**src/rtl/load_store_unit_if.sv**
```systemverilog
// Core-side and memory-side bundles of the load/store unit.
// Handshake: a request transfers on the rising edge where req_valid && req_ready; the
// core holds all req_* fields stable until then. resp_valid is a one-cycle pulse with no
// back-pressure. mem_req stays high, with fields stable, until mem_ack or the unit times out.
interface lsu_core_if;
  logic        req_valid;
  logic        req_ready;
  logic        req_we;
  logic [2:0]  req_funct3;
  logic [31:0] req_addr;
  logic [31:0] req_wdata;
  logic        resp_valid;
  logic [31:0] resp_rdata;
  logic        resp_err;

  modport master (
    output req_valid, req_we, req_funct3, req_addr, req_wdata,
    input  req_ready, resp_valid, resp_rdata, resp_err
  );
  modport slave (
    input  req_valid, req_we, req_funct3, req_addr, req_wdata,
    output req_ready, resp_valid, resp_rdata, resp_err
  );
endinterface

interface lsu_mem_if;
  logic        mem_req;
  logic        mem_we;
  logic [31:0] mem_addr;
  logic [3:0]  mem_be;
  logic [31:0] mem_wdata;
  logic [31:0] mem_rdata;
  logic        mem_ack;

  modport master (
    output mem_req, mem_we, mem_addr, mem_be, mem_wdata,
    input  mem_rdata, mem_ack
  );
  modport slave (
    input  mem_req, mem_we, mem_addr, mem_be, mem_wdata,
    output mem_rdata, mem_ack
  );
endinterface

```
**src/rtl/load_store_unit.sv**
```systemverilog
// Data-memory initiator: checks a core load/store, issues a word-addressed memory
// request with byte enables, and returns extended load data or an error.
module load_store_unit #(
  parameter int TIMEOUT = 16
) (
  input  logic       sysclk,
  input  logic       rst_n,
  lsu_core_if.slave  core,
  lsu_mem_if.master  mem,
  output logic [1:0] dbg_state
);

  typedef enum logic [1:0] {
    S_IDLE = 2'd0,
    S_WAIT = 2'd1,
    S_RESP = 2'd2
  } state_e;

  localparam int CW = (TIMEOUT > 2) ? $clog2(TIMEOUT) : 1;
  localparam logic [CW-1:0] CNT_LAST = CW'(TIMEOUT - 1);

  state_e      state_q, state_d;
  logic [CW-1:0] cnt_q, cnt_d;
  logic        we_q, we_d;
  logic [2:0]  funct3_q, funct3_d;
  logic [1:0]  addr_lo_q, addr_lo_d;
  logic        mem_req_q, mem_req_d;
  logic        mem_we_q, mem_we_d;
  logic [31:0] mem_addr_q, mem_addr_d;
  logic [3:0]  mem_be_q, mem_be_d;
  logic [31:0] mem_wdata_q, mem_wdata_d;
  logic        resp_valid_q, resp_valid_d;
  logic        resp_err_q, resp_err_d;
  logic [31:0] resp_rdata_q, resp_rdata_d;

  logic        f3_legal, aligned, req_ok;
  logic [3:0]  req_be;
  logic [31:0] req_wdata_lane;
  logic [7:0]  ld_byte;
  logic [15:0] ld_half;
  logic [31:0] ld_data;

  // Decode of the incoming request; width is funct3[1:0], signedness funct3[2].
  always_comb begin
    logic [2:0] f3;
    logic [1:0] a;
    f3 = core.req_funct3;
    a  = core.req_addr[1:0];
    if (core.req_we) f3_legal = (f3 == 3'b000) || (f3 == 3'b001) || (f3 == 3'b010);
    else             f3_legal = (f3 == 3'b000) || (f3 == 3'b001) || (f3 == 3'b010) ||
                                (f3 == 3'b100) || (f3 == 3'b101);
    aligned = !((f3[1:0] == 2'b01) && a[0]) && !((f3[1:0] == 2'b10) && (a != 2'b00));
    req_ok  = f3_legal && aligned;
    case (f3[1:0])
      2'b00:   req_be = 4'b0001 << a;
      2'b01:   req_be = a[1] ? 4'b1100 : 4'b0011;
      default: req_be = 4'b1111;
    endcase
    if (!core.req_we) req_wdata_lane = 32'h0;
    else begin
      case (f3[1:0])
        2'b00:   req_wdata_lane = {4{core.req_wdata[7:0]}};
        2'b01:   req_wdata_lane = {2{core.req_wdata[15:0]}};
        default: req_wdata_lane = core.req_wdata;
      endcase
    end
  end

  always_comb begin
    case (addr_lo_q)
      2'd0:    ld_byte = mem.mem_rdata[7:0];
      2'd1:    ld_byte = mem.mem_rdata[15:8];
      2'd2:    ld_byte = mem.mem_rdata[23:16];
      default: ld_byte = mem.mem_rdata[31:24];
    endcase
    ld_half = addr_lo_q[1] ? mem.mem_rdata[31:16] : mem.mem_rdata[15:0];
    case (funct3_q)
      3'b000:  ld_data = {{24{ld_byte[7]}}, ld_byte};
      3'b100:  ld_data = {24'h0, ld_byte};
      3'b001:  ld_data = {{16{ld_half[15]}}, ld_half};
      3'b101:  ld_data = {16'h0, ld_half};
      default: ld_data = mem.mem_rdata;
    endcase
    if (we_q) ld_data = 32'h0;
  end

  // State register
  always_ff @(posedge sysclk or negedge rst_n) begin
    if (!rst_n) begin
      state_q      <= S_IDLE;
      cnt_q        <= '0;
      we_q         <= 1'b0;
      funct3_q     <= 3'b000;
      addr_lo_q    <= 2'b00;
      mem_req_q    <= 1'b0;
      mem_we_q     <= 1'b0;
      mem_addr_q   <= 32'h0;
      mem_be_q     <= 4'h0;
      mem_wdata_q  <= 32'h0;
      resp_valid_q <= 1'b0;
      resp_err_q   <= 1'b0;
      resp_rdata_q <= 32'h0;
    end else begin
      state_q      <= state_d;
      cnt_q        <= cnt_d;
      we_q         <= we_d;
      funct3_q     <= funct3_d;
      addr_lo_q    <= addr_lo_d;
      mem_req_q    <= mem_req_d;
      mem_we_q     <= mem_we_d;
      mem_addr_q   <= mem_addr_d;
      mem_be_q     <= mem_be_d;
      mem_wdata_q  <= mem_wdata_d;
      resp_valid_q <= resp_valid_d;
      resp_err_q   <= resp_err_d;
      resp_rdata_q <= resp_rdata_d;
    end
  end

  // Next-state logic; ack is checked before the timeout so it wins a tie.
  always_comb begin
    state_d = state_q;
    case (state_q)
      S_IDLE: if (core.req_valid) state_d = req_ok ? S_WAIT : S_RESP;
      S_WAIT: if (mem.mem_ack || (cnt_q == CNT_LAST)) state_d = S_RESP;
      S_RESP: state_d = S_IDLE;
      default: state_d = S_IDLE;
    endcase
  end

  // Output logic: next values of the registered outputs
  always_comb begin
    cnt_d        = (state_q == S_WAIT) ? cnt_q + 1'b1 : '0;
    we_d         = we_q;
    funct3_d     = funct3_q;
    addr_lo_d    = addr_lo_q;
    mem_req_d    = 1'b0;
    mem_we_d     = mem_we_q;
    mem_addr_d   = mem_addr_q;
    mem_be_d     = mem_be_q;
    mem_wdata_d  = mem_wdata_q;
    resp_valid_d = 1'b0;
    resp_err_d   = resp_err_q;
    resp_rdata_d = resp_rdata_q;
    case (state_q)
      S_IDLE: begin
        if (core.req_valid) begin
          we_d      = core.req_we;
          funct3_d  = core.req_funct3;
          addr_lo_d = core.req_addr[1:0];
          if (req_ok) begin
            mem_req_d   = 1'b1;
            mem_we_d    = core.req_we;
            mem_addr_d  = {core.req_addr[31:2], 2'b00};
            mem_be_d    = req_be;
            mem_wdata_d = req_wdata_lane;
          end else begin
            resp_valid_d = 1'b1;
            resp_err_d   = 1'b1;
            resp_rdata_d = 32'h0;
          end
        end
      end
      S_WAIT: begin
        if (mem.mem_ack) begin
          resp_valid_d = 1'b1;
          resp_err_d   = 1'b0;
          resp_rdata_d = ld_data;
        end else if (cnt_q == CNT_LAST) begin
          resp_valid_d = 1'b1;
          resp_err_d   = 1'b1;
          resp_rdata_d = 32'h0;
        end else begin
          mem_req_d = 1'b1;
        end
      end
      default: ;
    endcase
  end

  assign core.req_ready  = (state_q == S_IDLE);
  assign core.resp_valid = resp_valid_q;
  assign core.resp_err   = resp_err_q;
  assign core.resp_rdata = resp_rdata_q;
  assign mem.mem_req     = mem_req_q;
  assign mem.mem_we      = mem_we_q;
  assign mem.mem_addr    = mem_addr_q;
  assign mem.mem_be      = mem_be_q;
  assign mem.mem_wdata   = mem_wdata_q;
  assign dbg_state       = state_q;

endmodule

```
**src/flat_wrapper.sv**
```systemverilog
// flat-port wrapper written by rule: the top's interface ports become plain ports
module load_store_unit_flat 
#(
  parameter int TIMEOUT = 16
)
  (sysclk, rst_n, dbg_state, core_req_valid, core_req_we, core_req_funct3, core_req_addr, core_req_wdata, core_req_ready, core_resp_valid, core_resp_rdata, core_resp_err, mem_mem_req, mem_mem_we, mem_mem_addr, mem_mem_be, mem_mem_wdata, mem_mem_rdata, mem_mem_ack);
  lsu_core_if core_i ();
  lsu_mem_if mem_i ();
  input  logic sysclk;
  input  logic rst_n;
  output logic [1:0] dbg_state;
  input wire logic [$bits(core_i.req_valid)-1:0] core_req_valid;
  input wire logic [$bits(core_i.req_we)-1:0] core_req_we;
  input wire logic [$bits(core_i.req_funct3)-1:0] core_req_funct3;
  input wire logic [$bits(core_i.req_addr)-1:0] core_req_addr;
  input wire logic [$bits(core_i.req_wdata)-1:0] core_req_wdata;
  output wire logic [$bits(core_i.req_ready)-1:0] core_req_ready;
  output wire logic [$bits(core_i.resp_valid)-1:0] core_resp_valid;
  output wire logic [$bits(core_i.resp_rdata)-1:0] core_resp_rdata;
  output wire logic [$bits(core_i.resp_err)-1:0] core_resp_err;
  output wire logic [$bits(mem_i.mem_req)-1:0] mem_mem_req;
  output wire logic [$bits(mem_i.mem_we)-1:0] mem_mem_we;
  output wire logic [$bits(mem_i.mem_addr)-1:0] mem_mem_addr;
  output wire logic [$bits(mem_i.mem_be)-1:0] mem_mem_be;
  output wire logic [$bits(mem_i.mem_wdata)-1:0] mem_mem_wdata;
  input wire logic [$bits(mem_i.mem_rdata)-1:0] mem_mem_rdata;
  input wire logic [$bits(mem_i.mem_ack)-1:0] mem_mem_ack;
  assign core_i.req_valid = core_req_valid;
  assign core_i.req_we = core_req_we;
  assign core_i.req_funct3 = core_req_funct3;
  assign core_i.req_addr = core_req_addr;
  assign core_i.req_wdata = core_req_wdata;
  assign core_req_ready = core_i.req_ready;
  assign core_resp_valid = core_i.resp_valid;
  assign core_resp_rdata = core_i.resp_rdata;
  assign core_resp_err = core_i.resp_err;
  assign mem_mem_req = mem_i.mem_req;
  assign mem_mem_we = mem_i.mem_we;
  assign mem_mem_addr = mem_i.mem_addr;
  assign mem_mem_be = mem_i.mem_be;
  assign mem_mem_wdata = mem_i.mem_wdata;
  assign mem_i.mem_rdata = mem_mem_rdata;
  assign mem_i.mem_ack = mem_mem_ack;
  load_store_unit #(.TIMEOUT(TIMEOUT)) u_core (.sysclk(sysclk), .rst_n(rst_n), .core(core_i), .mem(mem_i), .dbg_state(dbg_state));
endmodule
```
**config.mk**
```make
export PLATFORM = sky130hd
export DESIGN_NAME = load_store_unit_flat
export DESIGN_NICKNAME = d
export VERILOG_FILES = /design/src/rtl/load_store_unit_if.sv /design/src/rtl/load_store_unit.sv /design/src/flat_wrapper.sv
export SDC_FILE = /design/constraint.sdc
export NUM_CORES = 1
export LEC_CHECK = 0
export ABC_AREA = 1
export BUFFER_PORTS_ARGS = -buffer_cell sky130_fd_sc_hd__buf_2
export CORE_MARGIN = 2
export CORE_UTILIZATION = 33
export CTS_BUF_LIST = sky130_fd_sc_hd__clkbuf_16
export CTS_CLUSTER_SIZE = 16
export DETAILED_ROUTE_END_ITERATION = 8
export PLACE_DENSITY_LB_ADDON = 0.3
export SLEW_MARGIN = 0
export SYNTH_ARGS = -nofsm -noshare
export SYNTH_HDL_FRONTEND = slang
export SYNTH_SLANG_ARGS = --single-unit
```
**constraint.sdc**
```tcl
create_clock -name sysclk -period 1.7 [get_ports sysclk]
set_input_delay 0.255 -clock sysclk [delete_from_list [all_inputs] [get_ports sysclk]]
set_output_delay 0.255 -clock sysclk [all_outputs]
set_load 0.05 [all_outputs]
```
# After elaboration in Yosys (flattened, before gate mapping)
# Cells that the tools add are included.
[totals]
word_cells = 88
ram_bits = 0
reg_bits = 114
latchBits = 0
out_inout_bits = 107
rom_bits = 0
n_memories = 0
input_bits = 104
[classes]
n_eq_ne = 17
n_lt_le_gt_ge = 0
div = 0
n_mux = 34
shifts = 1
multipliers = 0
n_addsub = 1
bitwise = 0
reduce_logical = 22
[op_table]
columns = ["op", "count"]
rows = [
  ["32-bit 2-to-1 mux", 6],
  ["32-bit one-hot mux with 2 select lines", 2],
  ["32-bit one-hot mux with 4 select lines", 1],
  ["8-bit one-hot mux with 3 select lines", 1],
  ["16-bit 2-to-1 mux", 1],
  ["1-bit 2-to-1 mux", 13],
  ["3-bit equality test, second input constant", 4],
  ["4-bit 2-to-1 mux", 2],
  ["4-bit one-hot mux with 2 select lines", 1],
  ["2-bit by 1-bit equality test with 1-bit output, second input constant", 3],
  ["3-bit by 1-bit equality test with 1-bit output, second input constant", 2],
  ["2-bit zero test", 3],
  ["3-bit zero test", 2],
  ["2-bit 2-to-1 mux", 3],
  ["1-bit one-hot mux with 2 select lines", 3],
  ["1-bit logical OR", 5],
  ["4-bit by 1-bit adder with 4-bit output, second input constant", 1],
  ["2-bit equality test, second input constant", 2],
  ["4-bit equality test, second input constant", 1],
  ["1-bit logical AND", 4],
  ["2-bit != test, second input constant", 2],
  ["2-bit one-hot mux with 2 select lines", 1],
  ["2-bit AND reduction", 2],
  ["4-bit AND reduction", 1],
  ["7 further kinds", 9],
]

# Depth between registers and ports, before layout
# Gate-level depths: netlist (run 1).
[logic_depth]
word_depth = 10
depth_mapped = 10
ltp_nobuf = 8

# Worst setup path before layout (run 1)
# Ideal clock, no wire load.
[synth_timing]
path_type = "register to register"
from = "register u_core.state_q[0], in the netlist u_core.dbg_state[0]"
to = "register u_core.resp_rdata_q[10], in the netlist u_core.core.resp_rdata[10]"
stages_incl_launch_ff = 9
n_path_buf = 2
path_slack_ns = -0.604
t_arrival_ns = 2.186
period_less_slack_ns = 2.304
required_time_ns = 1.582
setup_time_ns = 0.118
cell_sequence = "dfrtp_1 nor2_1 nand2_1 buf_2 nand2_1 nand2_1 buf_2 nand2_1 nand2_1"
[synth_via]
elab_chain_cells = 3
elab_cells_between_ends = 8
cone_classes = "eq/ne: 4; mux: 1; reduce/logical: 3"
[synth_rtl]
columns = ["element", "line", "text"]
rows = [
  ["start: declaration", "load_store_unit.sv:22", "state_e state_q, state_d;"],
  ["start signal: assignment", "load_store_unit.sv:104", "state_q <= state_d;"],
  ["2-bit zero test (*)", "n/a", ""],
  ["named net core_req_ready", "flat_wrapper.sv:17", "output wire logic [$bits(core_i.req_ready)-1:0] core_req_ready;"],
  ["2-bit != test (no source line) or 2-bit nonzero test (tied branches)", "n/a", ""],
  ["4-bit AND reduction (no source line)", "n/a", ""],
  ["end signal: assignment", "load_store_unit.sv:116", "resp_rdata_q <= resp_rdata_d;"],
  ["end: declaration", "load_store_unit.sv:34", "logic [31:0] resp_rdata_q, resp_rdata_d;"],
]
# The timed path passes the listed nets; every way through them passes the cells marked *.
# A chain may end at the register's enable or synchronous reset.

# Final worst setup path (run 1)
[layout_timing]
from = "register u_core.state_q[1], in the netlist u_core.dbg_state[1]"
to = "register u_core.resp_rdata_q[8], in the netlist u_core.core.resp_rdata[8]"
[layout_via]
elab_chain_cells = 3
elab_cells_between_ends = 8
cone_classes = "eq/ne: 4; mux: 1; reduce/logical: 3"
[layout_rtl]
columns = ["element", "line", "text"]
rows = [
  ["2-bit by 1-bit equality test with 1-bit output or 2-bit zero test (tied branches)", "load_store_unit.sv:145", "case (state_q)"],
  ["3-bit by 2-bit != test with 1-bit output (no source line), or another cell as far along", "n/a", ""],
  ["4-bit AND reduction (no source line)", "n/a", ""],
]
# Parallel ways exist; a longest one is shown, timed or not.

==> results of run 1 <==
[cells in the mapped netlist, types with 2 or more instances]
library cell / instances / area [um^2]
a21oi_1: 42 / 210
buf_1: 2 / 7.51
buf_2: 16 / 80.1
buf_4: 6 / 45.0
clkbuf_1: 12 / 45.0
clkinv_1: 2 / 7.51
dfrtp_1: 114 / 2850
inv_1: 60 / 225
inv_2: 4 / 15.0
nand2_1: 396 / 1490
nand3_1: 22 / 110
nor2_1: 34 / 128
nor2_4: 2 / 22.5
o2111ai_1: 6 / 52.6
o211ai_1: 8 / 60.1
o21ai_0: 23 / 115
o21ai_1: 14 / 70.1
[state kept, by name, indices dropped and copies added (netlist names), 2 cells and up]
signal,cells
u_core.mem.mem_wdata,32
u_core.core.resp_rdata,32
u_core.dbg_state,2
u_core.mem.mem_be,4
u_core.cnt_q,4
u_core.mem.mem_addr,30
u_core.funct3_q,3
u_core.addr_lo_q,2
[timing repair]
| item | 4_1_cts | 5_1_grt |
|---|---|---|
| gates resized for setup | 0 | 1 |
| setup endpoints to repair | 0 | 18 |
| hold buffers | 1 | 0 |
| endpoints found under the hold margin | 114 | 0 |
[cells by family after synthesis]
family / synth area share
and+or+nand+nor: 0.318
DFF: 0.504
buffers and inverters: 0.0783
AOI/OAI and AO/OA: 0.0931
xor gates and xnor gates: 0.00310
adders and majority gates: 0.00221
other: 0.000663
[per-layer routing]
metal	part of all wire	global-route usage	vias to the layer above
met4	0.019	0.0667	2
met2	0.46	0.316	235
met1	0.42	0.250	2542
met3	0.099	0.0743	28
met5	0.00074	0	-
li1	-	-	2833
[area by class of cell]
| class | count | share of cell area |
|---|---|---|
| antenna | 1 | 0.000328 |
| clock buffer | 17 | 0.0558 |
| clock inverter | 15 | 0.0128 |
| inverter | 67 | 0.0333 |
| multi-input combinational | 560 | 0.314 |
| sequential | 114 | 0.374 |
| tap | 220 | 0.0361 |
| timing repair buffer | 235 | 0.174 |
[final timing paths]
kind | from | endpoint | slack (ns) | cells after the start
worst max register to register | u_core.dbg_state[1] | u_core.core.resp_rdata[8] | 0.20 | 8
max in group asynchronous | rst_n | u_core.mem.mem_wdata[11] | 0.98 | 3
worst max-delay path | u_core.dbg_state[1] | u_core.core.resp_rdata[8] | 0.20 | 8
worst min-delay path | core_req_addr[22] | u_core.mem.mem_addr[22] | 0.03 | 3
min in group asynchronous | rst_n | u_core.core.resp_rdata[27] | 0.39 | 3
worst min register to register | u_core.core.resp_rdata[2] | u_core.core.resp_rdata[2] | 0.46 | 2
[worst reg2reg max path, stage by stage, from the launching register on]
cell and delay (ns):
dfrtp_2 0.42, inv_1 0.06, nand2_1 0.17, nor3_2 0.19
inv_1 0.05, buf_4 0.23, a21oi_1 0.16, nand2_1 0.09
nand2_1 0.06
[through the flow]
stage	power, uW	hold WS (ns)	TNS [ns]
after global routing	12800	0.0310	0
after detailed placement	8990	0.283	0
after CTS	12200	0.0127	0
final	12100	0.0317	0
after floorplan	7550	-0.0406	-0.160
after global placement	8950	0.286	0
[power by group]
group	internal [uW]	leakage (uW)	switching, uW
clock network	1840	0.000249	1290
logic	1240	0.00279	3900
registers	3390	0.00149	402
total	6470	0.00452	5600
==> reports/qor.txt, run 1 <==
DRC viols -> 0
Number of global-route vias before repair -> 5,491
Worst-path fanout max -> 31
Fmax -> 0.668 GHz
Leading cell type in the layout, fill and taps excluded -> nand2_1
Largest net degree at the start of global routing -> 64
Post-synth ARST share -> 1.00
Crit-path max cell delay -> 0.42 ns
Initial Util -> 0.340
Root Buffer -> clkbuf_16
Finished Core Util -> 0.458
Min Tclk post-route -> 1.50 ns
Area of the core -> 16,600 um^2
Fill cell count -> 1,731
Clk_lat worst skew -> 0.41 ns
Max cap viols -> 0
Critical path class -> register to register
Fin worst setup slack -> 0.203 ns
Final Skew -> 0.00912 ns
Finish-stage setup viols -> 0
Vias -> 5,640
WP data arrival -> 1.84 ns
Num CTS Buffers -> 17
Startpoint Class -> register
CTS H-tree depth -> 4
Final antenna-violating net count -> 0
Multi-input gate area -> 2390 um^2
Area post-placement -> 7080 um^2
Outcome -> finished, final reports clean
Vias/cell -> 4.59
Commonest non-fill, non-tap cells in the layout -> 395 x nand2_1, 207 x buf_2, 112 x dfrtp_1
FF+latch count, synth -> 114
YS warnings -> 0
IO buf count -> 208
Ys flop type -> dfrtp_1
Pre-CTS setup slack -> 0.145 ns
Final non-filler cell total -> 1,229
Post-Syn Area -> 5660 um^2
Initial DRC Count -> 339
Worst-path cell chain -> inv_1 -> nand2_1 -> nor3_2 -> inv_1 -> buf_4 -> a21oi_1 -> nand2_1 -> nand2_1
Placed cells -> 1,195
First-pass GRT wire length -> 28,200 um
Design Area, Final -> 7620 um^2
Tcrit/Tclk final -> 0.880
Gpl congestion -> 0.872
Final Hold Vio Count -> 0
Routed wire length per instance -> 14.3 um
Layout cells sized above 1 -> 0.279
Synth cell types -> 31
Full die area -> 18,200 um^2
Leak -> 0.00452 uW
GRT Total Usage -> 0.199
Critical path's slowest cell -> dfrtp_2
Gr ovfl total -> 0
Cell family with most CP delay -> simple AND/OR/NAND/NOR gates
Die H -> 135 um
Ports -> 211
Required time of the critical path -> 2.04 ns
Initial antenna violation count -> 2
Mapped Cells -> 777
Final #Nets -> 1,100
Register area share after synthesis -> 0.504
Post-CTS Setup Inserts -> 0
CTS sink cnt -> 114
Slew Limit Fails -> 0
Post-Syn Area per Cell -> 7.28 um^2
Min-Delay Path Class -> input port to register
Pwr dens -> 1580 nW/um^2
CP Buf/Inv Count -> 3
Clk slew on worst S/H paths -> 0.06 ns
Most used cell, CP -> nand2_1
Post-DP HPWL -> 12,800 um
Setup crit end kind -> register
Synth-to-Final Area Change -> 34.8%
CTS tree -> yes
Clk buf depth -> 2
Width of the die -> 135 um
Drt pass-1 iters -> 6
Row count -> 47
Peak supply drop -> 1.04 mV
Register Area -> 2860 um^2
RSZ-0062 raised after global routing -> false
Post-synth EDFFs -> 0
DRT Wirelength -> 17,600 um
Power figures use the tool's default switching activity.
==> inputs of run 2 (changes only) <==
--- a/config.mk
+++ b/config.mk
@@ -5,7 +5,6 @@
 export SDC_FILE = /design/constraint.sdc
 export NUM_CORES = 1
 export LEC_CHECK = 0
-export ABC_AREA = 1
 export BUFFER_PORTS_ARGS = -buffer_cell sky130_fd_sc_hd__buf_2
 export CORE_MARGIN = 2
 export CORE_UTILIZATION = 33
==> run 2 against run 1 <==
Net effect:
- hold slack improved by 0.038 ns
- routed wire length fell by 13%
- critical endpoint is now u_core.core.resp_rdata[20]
- sequential power rose by 1%
==> reports/qor.txt, run 2 <==
Area post-placement -> 6870 um^2 (was 7080 um^2)
Root Buffer -> clkbuf_16 (unchanged)
Post-DP HPWL -> 11,500 um (was 12,800 um)
CTS sink cnt -> 114 (unchanged)
Most frequent cell after synthesis -> dfrtp_1 (was nand2_1)
Initial DRC Count -> 326 (was 339)
Width of the die -> 131 um (was 135 um)
Clk slew on worst S/H paths -> 0.05 ns (was 0.06 ns)
Critical path's slowest cell -> dfrtp_2 (unchanged)
Post-synthesis mux area share -> 0.168 (was 0)
IO buf count -> 208 (unchanged)
Setup crit end kind -> register (unchanged)
Leak -> 0.00392 uW (was 0.00452 uW)
CP Buf/Inv Count -> 1 (was 3)
Post-synth ARST share -> 1.00 (unchanged)
Outcome -> finished, final reports clean (unchanged)
Clk_lat worst skew -> 0.41 ns (about the same)
Post-Synth XOR/XNOR Area -> 0.00330 (was 0.00310)
Synth Area in Simple Gates -> 0.0837 (was 0.318)
Leading cell type in the layout, fill and taps excluded -> buf_2 (was nand2_1)
N_diodes -> 0 (was 1)
Num CTS Buffers -> 17 (unchanged)
Gpl congestion -> 0.828 (was 0.872)
Clock share of power -> 0.267 (was 0.260)
Main combinational cell family by area after synthesis -> multiplexers (was simple AND/OR/NAND/NOR gates)
Peak supply drop -> 0.889 mV (was 1.04 mV)
Required time of the critical path -> 1.98 ns (was 2.04 ns)
Max cap viols -> 0 (unchanged)
Startpoint Class -> register (unchanged)
Synth area leader -> dfrtp_1 (unchanged)
RSZ-0062 raised after global routing -> true (was false)
Worst-path cell chain -> mux2_4 -> o211ai_1 -> nor3_4 -> buf_12 -> a221o_1 (was inv_1 -> nand2_1 -> nor3_2 -> inv_1 -> buf_4 -> a21oi_1 -> nand2_1 -> nand2_1)
Vias -> 4,571 (was 5,640)
Total Neg Setup Slack -> 0 ns (unchanged)
Yosys top cell area share -> 0.538 (was 0.504)
YS warnings -> 0 (unchanged)
Gr ovfl total -> 0 (unchanged)
Layout cells sized above 1 -> 0.484 (was 0.279)
CTS H-tree depth -> 4 (unchanged)
Post-Syn Area -> 5300 um^2 (was 5660 um^2)
GRT Total Usage -> 0.180 (was 0.199)
Compound-gate portion of the synthesized area -> 0.160 (was 0.0931)
Mapped Cells -> 448 (was 777)
Final Hold Vio Count -> 0 (unchanged)
Largest net degree at the start of global routing -> 50 (was 64)
Crit-path max cell delay -> 0.44 ns (was 0.42 ns)
Finish-stage setup viols -> 0 (unchanged)
Sw Share -> 0.425 (was 0.464)
Adder-Cell Fraction of Synth Area -> 0.00236 (was 0.00221)
First-pass GRT wire length -> 23,700 um (was 28,200 um)
Initial Util -> 0.336 (was 0.340)
Full die area -> 17,100 um^2 (was 18,200 um^2)
Die H -> 131 um (was 135 um)
Drt pass-1 iters -> 5 (was 6)
Min-Delay Path Class -> input port to register (unchanged)
NetSw -> 5330 uW (was 5600 uW)
Synth cell types -> 44 (was 31)
Ys flop type -> dfrtp_1 (unchanged)
Pwr dens -> 1670 nW/um^2 (was 1580 nW/um^2)
Cell family with most CP delay -> compound AO/OA/AOI/OAI gates (was simple AND/OR/NAND/NOR gates)
Fmax -> 0.605 GHz (was 0.668 GHz)
CTS tree -> yes (unchanged)
R2r setup slk -> 0.05 ns (was 0.20 ns)
Final antenna-violating net count -> 0 (unchanged)
Top cells by area, synth -> dfrtp_1 54%, mux2_4 7.6%, mux2i_1 5.1%, a221o_1 4.2%, o21ai_0 3.7% (was dfrtp_1 50%, nand2_1 26%, inv_1 4.0%, a21oi_1 3.7%, nor2_1 2.3%)
Vias/cell -> 5.01 (was 4.59)
Fill cell count -> 1,484 (was 1,731)
DRT Wirelength -> 15,300 um (was 17,600 um)
Post-synth EDFFs -> 0 (unchanged)
FF+latch count, synth -> 114 (unchanged)
Number of global-route vias before repair -> 4,584 (was 5,491)
Worst-path fanout max -> 16 (was 31)
Commonest cells post-synth -> 114 x dfrtp_1, 45 x nand2_1, 39 x o21ai_0, 28 x nor2_1 (was 396 x nand2_1, 114 x dfrtp_1, 60 x inv_1, 42 x a21oi_1, 34 x nor2_1)
Area of the core -> 15,800 um^2 (was 16,600 um^2)
Post-Syn Area per Cell -> 11.8 um^2 (was 7.28 um^2)
Commonest non-fill, non-tap cells in the layout -> 207 x buf_2, 110 x dfrtp_1, 45 x nand2_1 (was 395 x nand2_1, 207 x buf_2, 112 x dfrtp_1)
Min Tclk post-route -> 1.65 ns (was 1.50 ns)
Reg power frac -> 0.306 (was 0.314)
Row count -> 46 (was 47)
Initial antenna violation count -> 1 (was 2)
Routed wire length per instance -> 16.7 um (was 14.3 um)
Tcrit/Tclk final -> 0.973 (was 0.880)
Combinational share of power -> 0.427 (was 0.426)
Synth-to-Final Area Change -> 41.7% (was 34.8%)
Ports -> 211 (unchanged)
WP data arrival -> 1.94 ns (was 1.84 ns)
Slew Limit Fails -> 0 (unchanged)
Register area share after synthesis -> 0.538 (was 0.504)
DRC viols -> 0 (unchanged)
Clk buf depth -> 2 (unchanged)
Final #Nets -> 790 (was 1,100)
Final Skew -> 0.00971 ns (was 0.00912 ns)
Critical path class -> register to register (unchanged)
Design Area, Final -> 7520 um^2 (was 7620 um^2)
Internal power -> 7210 uW (was 6470 uW)
[run 2: cell count changes after synthesis, sizes merged, moves of 22 or more]
cell and delta:
inv -53, nand2 -353, mux2 +34, mux2i +27, a221o +22, a21oi -28
[run 2: path summary, 6_finish.rpt]
check	cells past startpoint	from	endpoint
setup / recovery	5	u_core.addr_lo_q[1]	u_core.core.resp_rdata[20]
hold reg to reg	1	u_core.cnt_q[0]	u_core.cnt_q[0]
hold / removal	2	mem_mem_ack	u_core.core.resp_err
max in group asynchronous	3	rst_n	u_core.mem.mem_addr[22]
setup reg to reg	5	u_core.addr_lo_q[1]	u_core.core.resp_rdata[20]
min in group asynchronous	2	rst_n	u_core.cnt_q[1]
[run 2: area by class of cell]
class	count	area, um^2	area share
inverter	12	45.0	0.00599
clock buffer	17	425	0.0566
tap	216	270	0.0360
timing repair buffer	251	1510	0.201
sequential	114	2860	0.380
multi-input combinational	289	2280	0.304
clock inverter	14	125	0.0166
[run 2: power groups by stage]
stage / registers, uW / logic (uW) / clock network [uW]
2_1_floorplan: 6140 / 1500 / 0
3_3_place_gp: 3860 / 5210 / 0
3_5_place_dp: 3870 / 5290 / 0
4_1_cts: 3850 / 5310 / 3420
5_1_grt: 3940 / 5650 / 3580
6_report: 3840 / 5350 / 3350
[run 2: repair_timing]
item | in CTS | in global routing
hold endpoints to repair | 27 | 0
resized for setup | 3 | 12
endpoints found under the setup margin | 20 | 33
pin swaps | 1 | 8
hold buffers | 1 | 0
buffers inserted | 1 | 3
[run 2: cells by family (layout without fill, tap and decap cells)]
logic type / count (synthesis) / in the layout
other: 1 / 2
xor gates and xnor gates: 2 / 2
DFF: 114 / 114
muxes: 67 / 67
and+or+nand+nor: 98 / 98
AOI/OAI and AO/OA: 119 / 119
buffers and inverters: 46 / 294
adders and majority gates: 1 / 1
[run 2: layer usage]
metal / up-vias / wire (um) / GRT usage
met5: - / 0 / 0
met4: 0 / 290 / 0.0682
met3: 25 / 1350 / 0.0647
met2: 216 / 7300 / 0.286
met1: 2220 / 6350 / 0.227
li1: 2110 / - / -
[run 2: metrics by stage]
stage,total power [uW],cells,setup WS [ns],util,hold slack (ns)
2_1_floorplan,7640,449,-0.00939,-,-0.0406
3_3_place_gp,9070,877,-0.109,0.436,0.214
3_5_place_dp,9160,877,-0.151,0.436,0.220
4_1_cts,12600,910,0.00962,0.473,0.0552
5_1_grt,13200,913,-0.0114,0.477,0.0562
6_report,12500,913,0.0466,0.477,0.0692
